### src/rtl/vec_loader.sv
// vec_loader: gathers WIDTH_VECTOR lane words of N bits from a valid/ready
// stream into one vector. It writes num_vec consecutive vectors into a
// register file, starting at base_addr. The address wraps modulo
// 2**WIDTH_ADDR.
//
// Ports:
//   clk, rstn            clock (rising edge), asynchronous active-low reset
//   start, abort         one-cycle load request / cancel current load
//   base_addr, num_vec   first destination address / vector count (0..2**WIDTH_ADDR)
//   s_valid, s_data      lane word stream input
//   s_ready              lane word accepted when s_valid && s_ready
//   we, addr, wdata      register-file write port (lane k at wdata[k*N +: N])
//   busy, done           not-idle flag / one-cycle completion pulse
//
// Optional feature (macro VEC_LOADER_STATUS_EN): adds output vec_cnt, which
// counts vectors written since the last accepted start.
module vec_loader #(
  parameter int WIDTH_ADDR   = 4,
  parameter int WIDTH_VECTOR = 8,
  parameter int N            = 32
) (
  input  logic                        clk,
  input  logic                        rstn,
  input  logic                        start,
  input  logic                        abort,
  input  logic [WIDTH_ADDR-1:0]       base_addr,
  input  logic [WIDTH_ADDR:0]         num_vec,
  input  logic                        s_valid,
  input  logic [N-1:0]                s_data,
  output logic                        s_ready,
  output logic                        we,
  output logic [WIDTH_ADDR-1:0]       addr,
  output logic [WIDTH_VECTOR*N-1:0]   wdata,
  output logic                        busy,
  output logic                        done
`ifdef VEC_LOADER_STATUS_EN
  ,
  output logic [WIDTH_ADDR:0]         vec_cnt
`endif
);

  localparam int LW = (WIDTH_VECTOR > 1) ? $clog2(WIDTH_VECTOR) : 1;

  typedef enum logic [1:0] {IDLE, FILL, WRITE, DONE} state_t;

  state_t                      state;
  logic [LW-1:0]               lane;
  logic [WIDTH_ADDR:0]         rem;
  logic [WIDTH_ADDR-1:0]       cur_addr;
  logic [WIDTH_VECTOR*N-1:0]   lanes;
  logic [WIDTH_VECTOR*N-1:0]   lanes_nxt;
  logic                        we_q;

  // An abort seen during WRITE must cancel that cycle's strobe. The
  // registered strobe is therefore gated by abort at the output.
  assign we = we_q & ~abort;

  always_comb begin
    lanes_nxt = lanes;
    lanes_nxt[int'(lane)*N +: N] = s_data;
  end

  always_ff @(posedge clk or negedge rstn) begin
    if (!rstn) begin
      state    <= IDLE;
      lane     <= '0;
      rem      <= '0;
      cur_addr <= '0;
      lanes    <= '0;
      s_ready  <= 1'b0;
      we_q     <= 1'b0;
      addr     <= '0;
      wdata    <= '0;
      busy     <= 1'b0;
      done     <= 1'b0;
    end else begin
      we_q <= 1'b0;
      done <= 1'b0;
      case (state)
        IDLE: begin
          if (start && !abort) begin
            busy <= 1'b1;
            if (num_vec != '0) begin
              cur_addr <= base_addr;
              rem      <= num_vec;
              lane     <= '0;
              s_ready  <= 1'b1;
              state    <= FILL;
            end else begin
              done  <= 1'b1;
              state <= DONE;
            end
          end
        end
        FILL: begin
          if (abort) begin
            s_ready <= 1'b0;
            busy    <= 1'b0;
            lane    <= '0;
            state   <= IDLE;
          end else if (s_valid && s_ready) begin
            lanes <= lanes_nxt;
            if (lane == LW'(WIDTH_VECTOR - 1)) begin
              wdata   <= lanes_nxt;
              addr    <= cur_addr;
              we_q    <= 1'b1;
              s_ready <= 1'b0;
              lane    <= '0;
              state   <= WRITE;
            end else begin
              lane <= lane + 1'b1;
            end
          end
        end
        WRITE: begin
          if (abort) begin
            busy  <= 1'b0;
            state <= IDLE;
          end else begin
            cur_addr <= cur_addr + 1'b1;
            rem      <= rem - 1'b1;
            if (rem == (WIDTH_ADDR+1)'(1)) begin
              done  <= 1'b1;
              state <= DONE;
            end else begin
              s_ready <= 1'b1;
              lane    <= '0;
              state   <= FILL;
            end
          end
        end
        DONE: begin
          busy  <= 1'b0;
          state <= IDLE;
        end
        default: state <= IDLE;
      endcase
    end
  end

`ifdef VEC_LOADER_STATUS_EN
  always_ff @(posedge clk or negedge rstn) begin
    if (!rstn)
      vec_cnt <= '0;
    else if (state == IDLE && start && !abort)
      vec_cnt <= '0;
    else if (we)
      vec_cnt <= vec_cnt + 1'b1;
  end
`else
  // No status counter in this build.
`endif

endmodule

### config.mk
export PLATFORM = sky130hd
export DESIGN_NAME = vec_loader
export DESIGN_NICKNAME = d
export VERILOG_FILES = /design/src/rtl/vec_loader.sv
export SDC_FILE = /design/constraint.sdc
export NUM_CORES = 1
export LEC_CHECK = 0
export CAP_MARGIN = 20
export CORE_MARGIN = 4
export CORE_UTILIZATION = 55
export CTS_CLUSTER_DIAMETER = 30
export DETAILED_ROUTE_END_ITERATION = 8
export PLACE_DENSITY = 0.8
export SYNTH_ARGS = -nofsm -noshare
export SYNTH_HDL_FRONTEND = slang
export SYNTH_SLANG_ARGS = --single-unit
### constraint.sdc
create_clock -name clk -period 3.3 [get_ports clk]
set_input_delay 0.33 -clock clk [delete_from_list [all_inputs] [get_ports clk]]
set_output_delay 0.33 -clock clk [all_outputs]
set_load 0.005 [all_outputs]
==> qor.csv, run 1 <==
stage,metric,value,unit
die,std_cell_rows,74,
clock_network,clk_pin_slew_worst_paths,50,ps
synth,synthXorXnorAreaFrac,0,
synth,synth_top_family_by_area,multiplexers,
synth,synthCells,2225,
placement,dp_hpwl,41000,um
routing,antenna_left,0,
worst_setup_path,r2r_end,lanes[97],
synth,synthArstFlopShare,1.00,
worst_setup_path,r2r_slack,280,ps
status,status,"finished, final reports clean",
sta,setup_ws,283,ps
synth,synth_compound_area_frac,0.116,
sta,post-route-period-util,0.914,
synth,yosys-mux-area-fraction,0.136,
clock_network,cts_resized,0,
final_layout,final_common_cell,dfrtp_1,
worst_setup_path,reg2reg_depth,8,
global_routing,grt_pass1_wl,102000,um
sta,fmax,331,MHz
worst_setup_path,cp-start-kind,register,
clock_network,clkLatencyLatePin,620,ps
worst_setup_path,critPathKind,reg2reg,
final_layout,layout_common_cells,"dfrtp_1 (533), nor2_1 (330), a21oi_1 (317)",
synth,synth_cell_types,49,
sta,period_minus_slack,3020,ps
clock_network,cts_tree,yes,
die,start_util,0.559,
global_routing,antenna_found_initial,1,
final_layout,fin_cells,3133,
synth,yosysSeqAreaShare,0.581,
routing,wl_per_cell,20.7,um
global_routing,grt_max_degree,110,
sta,tightestPinTransition,827,ps
job,drv_cap,0,
clock_network,clock-sinks,534,
sta,setup_viol,0,
pwr,p_leak,0.0137,uW
final_layout,final_util,0.739,
worst_setup_path,r2r_start,lane[1],
sta,tns,0,ps
global_routing,track_usage,0.285,
placement,placed_cells,2932,
pwr,power_density,700,nW/um2
clock_network,cts_buffers,106,
sta,final_hold_viol_count,0,
final_layout,drive_gt1_frac,0.131,
placement,pre_cts_slack,324,ps
die,die_w,212,um
worst_setup_path,crit_slowest_cell,and2_2,
worst_setup_path,crit_path_end_kind,register,
die,die-area,45100,um2
synth,syn-cell-area,23000,um2
worst_setup_path,slowest_delay,470,ps
worst_setup_path,crit_arrival,3510,ps
worst_setup_path,crit_chain,"inv_1, ha_1, ha_1, nor2b_1, nor3b_4, and2_2, buf_12, mux2_2",
synth,yosys_register_bits,534,
sta,skew,24.2,ps
placement,io_buffers,309,
routing,dr.pass1.iters,5,
final_layout,n_fill_cell,2717,
sta,maxSlewViolCount,0,
clock_network,root_buffer,clkbuf_16,
synth,synth_edf_count,0,
worst_setup_path,worst-path-max-fanout,20,
synth,synthAdderAreaFrac,0.00707,
die,die_h,212,um
routing,drtIter0Drc,1552,
synth,synth_area_per_cell,10.3,um2
routing,wirelength,64900,um
final_layout,antenna_cells,0,
sta,rsz0062_at_grt,no,
routing,drc_errors,0,
synth,ys_warn_count,0,
clock_network,htreeDepth,3,
die,core_area,41100,um2
routing,drt-vias-per-instance,5.74,
routing,vias,18000,
final_layout,syn_to_final_growth,32.1,%
final_layout,fin_nets,2568,
die,io_pins,310,
global_routing,grt_pass1_vias,18400,
synth,synth_ff_type,dfrtp_1,
worst_setup_path,required,3790,ps
clock_network,cts.path.max_buffers,3,
sta,slew_headroom,0.449,
pwr,ir_drop,480,uV
sta,whs,311,ps
worst_setup_path,crit_top_cell,ha_1,
global_routing,grt_overflow_total,0,
worst_hold_path,holdCritPathClass,in2async,
placement,globalplace.congestion,0.829,
synth,synthSimpleGateAreaFrac,0.122,
synth,syn_nets,2284,
-- state kept, by name, indices dropped and copies added (netlist names), 2 cells and up --
signal / count
addr: 4
cur_addr: 4
lane: 3
lanes: 256
rem: 5
state: 2
wdata: 256
-- routing by layer --
metal	global-route usage	wire, um	vias up
li1	-	-	8150
met1	0.377	26300	9002
met2	0.472	32100	678
met3	0.0533	4250	139
met4	0.114	2230	2
met5	0	8	-
-- through the flow --
step | cell area, um2 | total power [uW]
finish | 30400 | 21300
global placement | 26600 | 10000
CTS | 30400 | 21400
global route | 30400 | 22000
detailed placement | 26600 | 10200
floorplan | 23000 | 9200
-- what timing repair did --
| item | in CTS | in global routing |
|---|---|---|
| hold buffers | 1 | 0 |
| hold endpoints to repair | 85 | 0 |
| buffers inserted | 0 | 0 |
| setup endpoints to repair | 0 | 0 |
-- layout make-up --
cell class | count | area (um2) | area share
repair buffers | 362 | 3700 | 0.122
flip-flops and latches | 534 | 13400 | 0.440
clock buffers | 131 | 2940 | 0.0967
inverters | 13 | 48.8 | 0.00161
multi-input cells | 1492 | 8800 | 0.290
clock inverters | 69 | 863 | 0.0284
well taps | 532 | 666 | 0.0219
-- cells by family after synthesis --
kind of cell,after synthesis
flops,534
fa+ha+maj,13
buf+inv,199
compound gates,517
mux,288
simple gates,674
-- report_power, final --
group,switching (uW),internal (uW),leakage [uW]
registers,296,7010,0.00737
logic,1610,1200,0.00453
clock network,3620,7520,0.00183
total,5530,15700,0.0137
-- critical path: cells and delay by family, from the launching register on --
kind,cells,cell delay (ps)
adders and majority gates,2,630
buffers and inverters,2,340
DFF,1,390
muxes,1,360
and+or+nand+nor,3,1180
-- cells in the mapped netlist, drive strengths merged (2+ instances only) --
cell	instances	area [um2]
nor4	2	27.5
mux2i	188	1880
buf	85	450
nand4b	4	35.0
nand2	251	942
mux2	100	1240
or2	11	68.8
a31oi	13	81.3
nand3	5	25.0
nor2	331	1240
ha	13	163
nand2b	13	81.3
inv	13	48.8
o21ai	169	846
a221oi	2	17.5
a21oi	317	1590
nor2b	5	31.3
nand4	5	31.3
nor3b	2	20.0
or4	2	15.0
clkbuf	101	379
a211o	3	26.3
and2	35	219
o22a	4	35.0
a22oi	2	15.0
dfrtp	534	13400
-- how the worst max path moves through the flow --
stage                 start    endpoint  cells past startpoint
finish              lane[1]   lanes[97]                      8
global route        lane[1]   lanes[96]                      8
CTS                 lane[1]   lanes[97]                      8
detailed placement  lane[1]   lanes[97]                      8
global placement    lane[1]   lanes[97]                      8
floorplan           lane[0]  lanes[100]                     11
No activity file was read; power rests on OpenSTA's default activity.
==> inputs of run 2 (changes only) <==
- CAP_MARGIN: 20 -> not set
- CORE_MARGIN: 4 -> not set
- REMOVE_ABC_BUFFERS: not set -> 1
==> run 2 against run 1 <==
The flow now finishes with violations (design-rule violations). Flip-flop and latch count is the same. Sequential share of layout area is 0.35 points higher. Worst setup slack better by 130 ps. Clock power decreased by 4%. Maximum frequency grew 4.3%. Cell count fell by 0.41%. Final area shrank 0.79%. Worst hold slack gained 76 ps. Via count is 0.51% higher. Clock skew shrank 3.7 ps. Routed wire length decreased by 1.3%. Global-route usage grew 1.9 points. Highest routed layer is now met4.
==> qor.csv, run 2 (synthesis gave the netlist of run 1 again) <==
stage,metric,value,unit,change
clock_network,cts.path.max_buffers,3,,unchanged
clock_network,root_buffer,clkbuf_16,,
pwr,total_power,20900,uW,-1.9%
die,die_h,206,um,-2.8%
status,status,"finished, violations left",,
final_layout,fin_nets,2561,,-0.27%
routing,dr.pass1.iters,8,,+3
global_routing,antenna_found_initial,0,,-1
final_layout,layout_common_cells,"dfrtp_1 (533), nor2_1 (330), a21oi_1 (317)",,
worst_setup_path,r2r_slack,410,ps,+130 ps
pwr,seqPwrFrac,0.350,,+0.006
routing,wl_per_cell,20.6,um,-0.84%
global_routing,top_usage_layer,met2,,
global_routing,grt_use_met3,0.0602,,+0.00696
worst_setup_path,cp-start-kind,register,,
worst_setup_path,required,3750,ps,-40 ps
final_layout,final_util,0.735,,-0.00419
final_layout,syn_to_final_growth,31.1,%,
sta,rsz0062_at_grt,no,,
clock_network,cts_buffers,102,,-3.8%
sta,post-route-period-util,0.876,,-0.0380
routing,drt-vias-per-instance,5.79,,+0.93%
die,std_cell_rows,74,,unchanged
clock_network,clock-sinks,534,,unchanged
sta,tightestPinTransition,1070,ps,+242 ps
sta,setup_ws,408,ps,+125 ps
placement,globalplace.congestion,0.807,,-2.6%
routing,wirelength,64100,um,-1.3%
clock_network,cts_setup_buffers,0,,unchanged
sta,slew_headroom,0.288,,-0.161
die,die_w,206,um,-2.8%
die,core_area,41000,um2,-0.23%
worst_hold_path,holdCritPathClass,in2async,,
sta,setup_viol,0,,unchanged
sta,skew,20.5,ps,-3.69 ps
worst_setup_path,crit_path_end_kind,register,,
routing,antenna_left,0,,unchanged
routing,drtIter0Drc,1304,,-16%
global_routing,grt_pass1_vias,18200,,-1.3%
pwr,clkPwrFrac,0.512,,-0.012
clock_network,htreeDepth,3,,unchanged
pwr,power_density,692,nW/um2,-1.1%
die,io_pins,310,,unchanged
global_routing,track_usage,0.305,,+0.0194
pwr,p_leak,0.0137,uW,-0.52%
clock_network,clkLatencyLatePin,620,ps,about the same
clock_network,clk_pin_slew_worst_paths,50,ps,about the same
worst_setup_path,critPathKind,reg2reg,,
sta,period_minus_slack,2890,ps,-125 ps
sta,final_hold_viol_count,0,,unchanged
global_routing,grt_overflow_total,0,,unchanged
job,drv_cap,0,,unchanged
clock_network,cts_tree,yes,,
final_layout,final_common_cell,dfrtp_1,,
final_layout,antenna_cells,0,,unchanged
pwr,switchingPower,5410,uW,-2.1%
placement,pre_cts_slack,457,ps,+134 ps
global_routing,grt_max_degree,154,,+40%
global_routing,use_met2,0.502,,+0.0303
worst_setup_path,cp-startpoint,lane[1],,
sta,fmax,346,MHz,+4.3%
pwr,p_int,15500,uW,-1.8%
global_routing,met1_usage,0.402,,+0.0252
sta,maxSlewViolCount,0,,unchanged
final_layout,top_regs,"lanes x256, wdata x256, rem x5",,
worst_setup_path,crit_arrival,3340,ps,-170 ps
final_layout,seq_area,13400,um2,unchanged
pwr,combPwrFrac,0.138,,+0.006
pwr,p_sw_frac,0.259,,-0.000628
die,die-area,42600,um2,-5.6%
pwr,ir_drop,464,uV,-3.3%
final_layout,drive_gt1_frac,0.125,,-0.00591
placement,io_buffers,309,,unchanged
status,violations,design-rule violations,,
final_layout,multi_input_area,8800,um2,unchanged
worst_setup_path,r2r_start,lane[1],,
global_routing,grt_pass1_wl,100000,um,-1.6%
routing,drc_errors,24,,+24
worst_setup_path,worst-path-max-fanout,32,,+60%
die,start_util,0.561,,+0.00126
placement,dp_hpwl,38200,um,-6.7%
routing,vias,18100,,+0.51%
final_layout,n_fill_cell,2642,,-2.8%
-- run 2: changes by cell type in the layout (fill, tap and decap cells not counted), sizes merged --
cell and change:
clkinvlp -11, clkinv +4, buf -3, inv -2, bufinv -1
-- run 2: routing by layer --
metal	vias to the layer above	part of all wire	wire length, um
met5	-	0	0
met2	782	0.50	31800
li1	8148	-	-
met1	9029	0.41	26100
met4	0	0.025	1610
met3	104	0.073	4660
-- run 2: cell type report --
type                       instances  share of cell area
sequential                       534               0.443
tap                              532              0.0221
timing repair buffer             359               0.122
multi-input combinational       1492               0.292
inverter                          13             0.00162
clock inverter                    59              0.0243
clock buffer                     131              0.0951
-- run 2: worst paths after layout --
check | endpoint | depth (start not counted)
min | lanes[155] | 2
max in group asynchronous | lanes[25] | 4
min in group clk | cur_addr[1] | 3
min reg2reg | lanes[69] | 2
max reg2reg | wdata[118] | 8
max | wdata[118] | 8
-- run 2: what timing repair did --
| item | CTS | global route |
|---|---|---|
| resized for setup | 0 | 0 |
| endpoints found under the hold margin | 78 | 0 |
| endpoints found under the setup margin | 0 | 0 |
| hold buffers | 1 | 0 |
-- run 2: power by group through the flow --
stage,sequential [uW],combinational [uW],clock (uW)
finish,7310,2870,10700
global route,7350,3110,11100
CTS,7300,2880,10800
detailed placement,7390,2800,0
global placement,7350,2690,0
floorplan,7330,1800,0
-- run 2: worst max-delay path: stages (launching register included) --
cell and delay [ps]:
dfrtp_1 390, inv_1 90, ha_1 210, ha_1 420, nor2b_1 380, nor3b_4 250, buf_4 590, mux2i_1 290
a21oi_1 100
-- run 2: metrics by stage --
| stage | instances | TNS [ps] | cell area, um2 | hold WS [ps] |
|---|---|---|---|---|
| 2_1_floorplan | 2039 | -2061120 | 22200 | 34.4 |
| 3_3_place_gp | 2929 | 0 | 26500 | 438 |
| 5_1_grt | 3120 | 0 | 30100 | 382 |
| 4_1_cts | 3120 | 0 | 30100 | 363 |
| 6_report | 3120 | 0 | 30100 | 387 |
| 3_5_place_dp | 2929 | 0 | 26500 | 442 |
==> inputs of run 3 (changes only) <==
- CORE_ASPECT_RATIO: not set -> 0.9
- CTS_CLUSTER_DIAMETER: 30 -> not set
==> run 3 against run 2 <==
The run now ends clean. Sequential power about the same. Largest power group is now registers. Largest cell class unchanged. Global-route usage down 1.2 points. Worst hold slack worse by 13 ps. Critical path depth unchanged. Die area about the same. First-iteration DRC count grew 3.1%. Register-to-register slack lost 70 ps. Core utilization down 3.6 points. Flip-flop and latch count is the same. Maximum frequency shrank 2.5%. Routed wire length shrank 4.1%. Clock-buffer cell count is 48 lower.
==> qor.csv, run 3 (synthesis gave the netlist of run 1 again) <==
stage,metric,value,unit,change
clock_network,htreeDepth,2,,-1
global_routing,grt_pass1_wl,96800,um,-3.4%
die,std_cell_rows,70,,-5.4%
global_routing,grt_overflow_total,0,,unchanged
clock_network,cts.path.max_buffers,3,,unchanged
pwr,ir_drop,433,uV,-6.7%
sta,whs,375,ps,-12.8 ps
worst_setup_path,crit_top_cell,ha_1,,
sta,setup_viol,0,,unchanged
final_layout,fin_nets,2517,,-1.7%
clock_network,cts_buffers,54,,-47%
sta,slew_headroom,0.444,,+0.156
pwr,p_int,12100,uW,-22%
final_layout,antenna_cells,0,,unchanged
global_routing,track_usage,0.293,,-0.0121
worst_setup_path,r2r_end,wdata[111],,
sta,tightestPinTransition,833,ps,-235 ps
sta,post-route-period-util,0.898,,+0.0221
pwr,p_sw_frac,0.270,,+0.0110
routing,wl_per_cell,20.2,um,-1.5%
sta,tns,0,ps,unchanged
die,start_util,0.562,,+0.00158
placement,place_area,26700,um2,+0.53%
sta,period_minus_slack,2960,ps,+72.9 ps
die,die_w,218,um,+5.4%
routing,dr.pass1.iters,6,,-2
pwr,switchingPower,4490,uW,-17%
sta,fmax,337,MHz,-2.5%
final_layout,syn_to_final_growth,24.3,%,
clock_network,clkLatencyLatePin,600,ps,-20 ps
placement,dp_hpwl,39000,um,+1.9%
worst_setup_path,worst_path_dominant_cell_family,simple AND/OR/NAND/NOR gates,,
final_layout,n_fill_cell,2938,,+11%
pwr,p_leak,0.0129,uW,-5.7%
worst_setup_path,slowest_delay,600,ps,about the same
final_layout,top_regs,"lanes x256, wdata x256, rem x5",,
clock_network,clk_pin_slew_worst_paths,60,ps,about the same
job,drv_cap,0,,unchanged
final_layout,final_area,28600,um2,-5.1%
worst_hold_path,holdCritPathClass,in2async,,
status,status,"finished, final reports clean",,
placement,globalplace.congestion,0.847,,+5.0%
final_layout,final_util,0.699,,-0.0358
routing,vias,17500,,-3.2%
worst_setup_path,crit_path_end_kind,register,,
die,die_h,196,um,-5.1%
global_routing,grt_max_degree,123,,-20%
final_layout,final_common_cell,dfrtp_1,,
sta,final_hold_viol_count,0,,unchanged
routing,antenna_left,0,,unchanged
worst_setup_path,crit_slowest_cell,buf_4,,
worst_setup_path,crit_arrival,3430,ps,+90 ps
die,core_area,40900,um2,-0.28%
worst_setup_path,path_buf_inv,2,,unchanged
worst_setup_path,worst-path-max-fanout,32,,unchanged
clock_network,clock-sinks,534,,unchanged
pwr,clkPwrFrac,0.388,,-0.124
routing,wirelength,61500,um,-4.1%
routing,drtIter0Drc,1345,,+3.1%
sta,rsz0062_at_grt,no,,
worst_setup_path,critPathKind,reg2reg,,
worst_setup_path,crit_chain,"inv_1, ha_1, ha_1, nor2b_1, nor3b_4, buf_4, mux2i_1, a21oi_1",,
pwr,seqPwrFrac,0.439,,+0.089
clock_network,root_buffer,clkbuf_16,,
pwr,power_density,580,nW/um2,-16%
sta,skew,12.0,ps,-8.51 ps
global_routing,grt_pass1_vias,17500,,-3.6%
placement,io_buffers,309,,unchanged
pwr,combPwrFrac,0.173,,+0.035
worst_setup_path,required,3760,ps,about the same
final_layout,layout_common_cells,"dfrtp_1 (533), nor2_1 (330), a21oi_1 (317)",,
clock_network,cts_tree,yes,,
routing,drc_errors,0,,-100%
die,die-area,42600,um2,about the same
final_layout,drive_gt1_frac,0.0964,,-0.0284
worst_setup_path,reg2reg_depth,8,,unchanged
die,io_pins,310,,unchanged
worst_setup_path,r2r_start,lane[1],,
global_routing,antenna_found_initial,0,,unchanged
routing,drt-vias-per-instance,5.75,,-0.66%
sta,maxSlewViolCount,0,,unchanged
worst_setup_path,r2r_slack,340,ps,-70 ps
worst_setup_path,cp-start-kind,register,,
-- run 3: how the worst max path moves through the flow --
stage | slack [ps] | startpoint | depth (start not counted) | to
global route | 190 | lane[1] | 8 | wdata[111]
finish | 340 | lane[1] | 8 | wdata[111]
floorplan | -7820 | lane[0] | 4 | addr[0]
CTS | 370 | lane[1] | 8 | wdata[111]
detailed placement | 380 | lane[1] | 8 | wdata[111]
global placement | 630 | lane[0] | 8 | wdata[116]
-- run 3: repair_timing --
action	CTS	global route
hold buffers	1	0
gates resized for setup	0	0
buffers inserted	0	0
endpoints found under the hold margin	81	0
-- run 3: layout make-up --
type                    count  area (um2)  share of cell area
flip-flops and latches    534       13400               0.467
multi-input cells        1492        8800               0.308
repair buffers            363        3790               0.133
clock buffers              83        1720              0.0603
well taps                 540         676              0.0236
clock inverters            15         185             0.00648
inverters                  13        48.8             0.00171
-- run 3: power by group through the flow --
| stage | Sequential, uW | Combinational [uW] | Clock, uW |
|---|---|---|---|
| finish | 7290 | 2860 | 6440 |
| global route | 7330 | 3120 | 6810 |
| CTS | 7280 | 2870 | 6550 |
| detailed placement | 7390 | 2840 | 0 |
| global placement | 7350 | 2710 | 0 |
| floorplan | 7330 | 1800 | 0 |
-- run 3: metrics by stage --
stage,total power [uW],worst slack (ps),cells
2_1_floorplan,9130,-7820,2039
3_3_place_gp,10100,631,2941
3_5_place_dp,10200,375,2941
4_1_cts,16700,370,3040
5_1_grt,17300,194,3040
6_report,16600,335,3040
-- run 3: per-layer routing --
metal,wire length (um),share of wire,GRT usage
met1,25600,0.42,0.399
met4,1580,0.026,0.0981
met5,0,0,0
met3,4730,0.077,0.0544
met2,29600,0.48,0.474
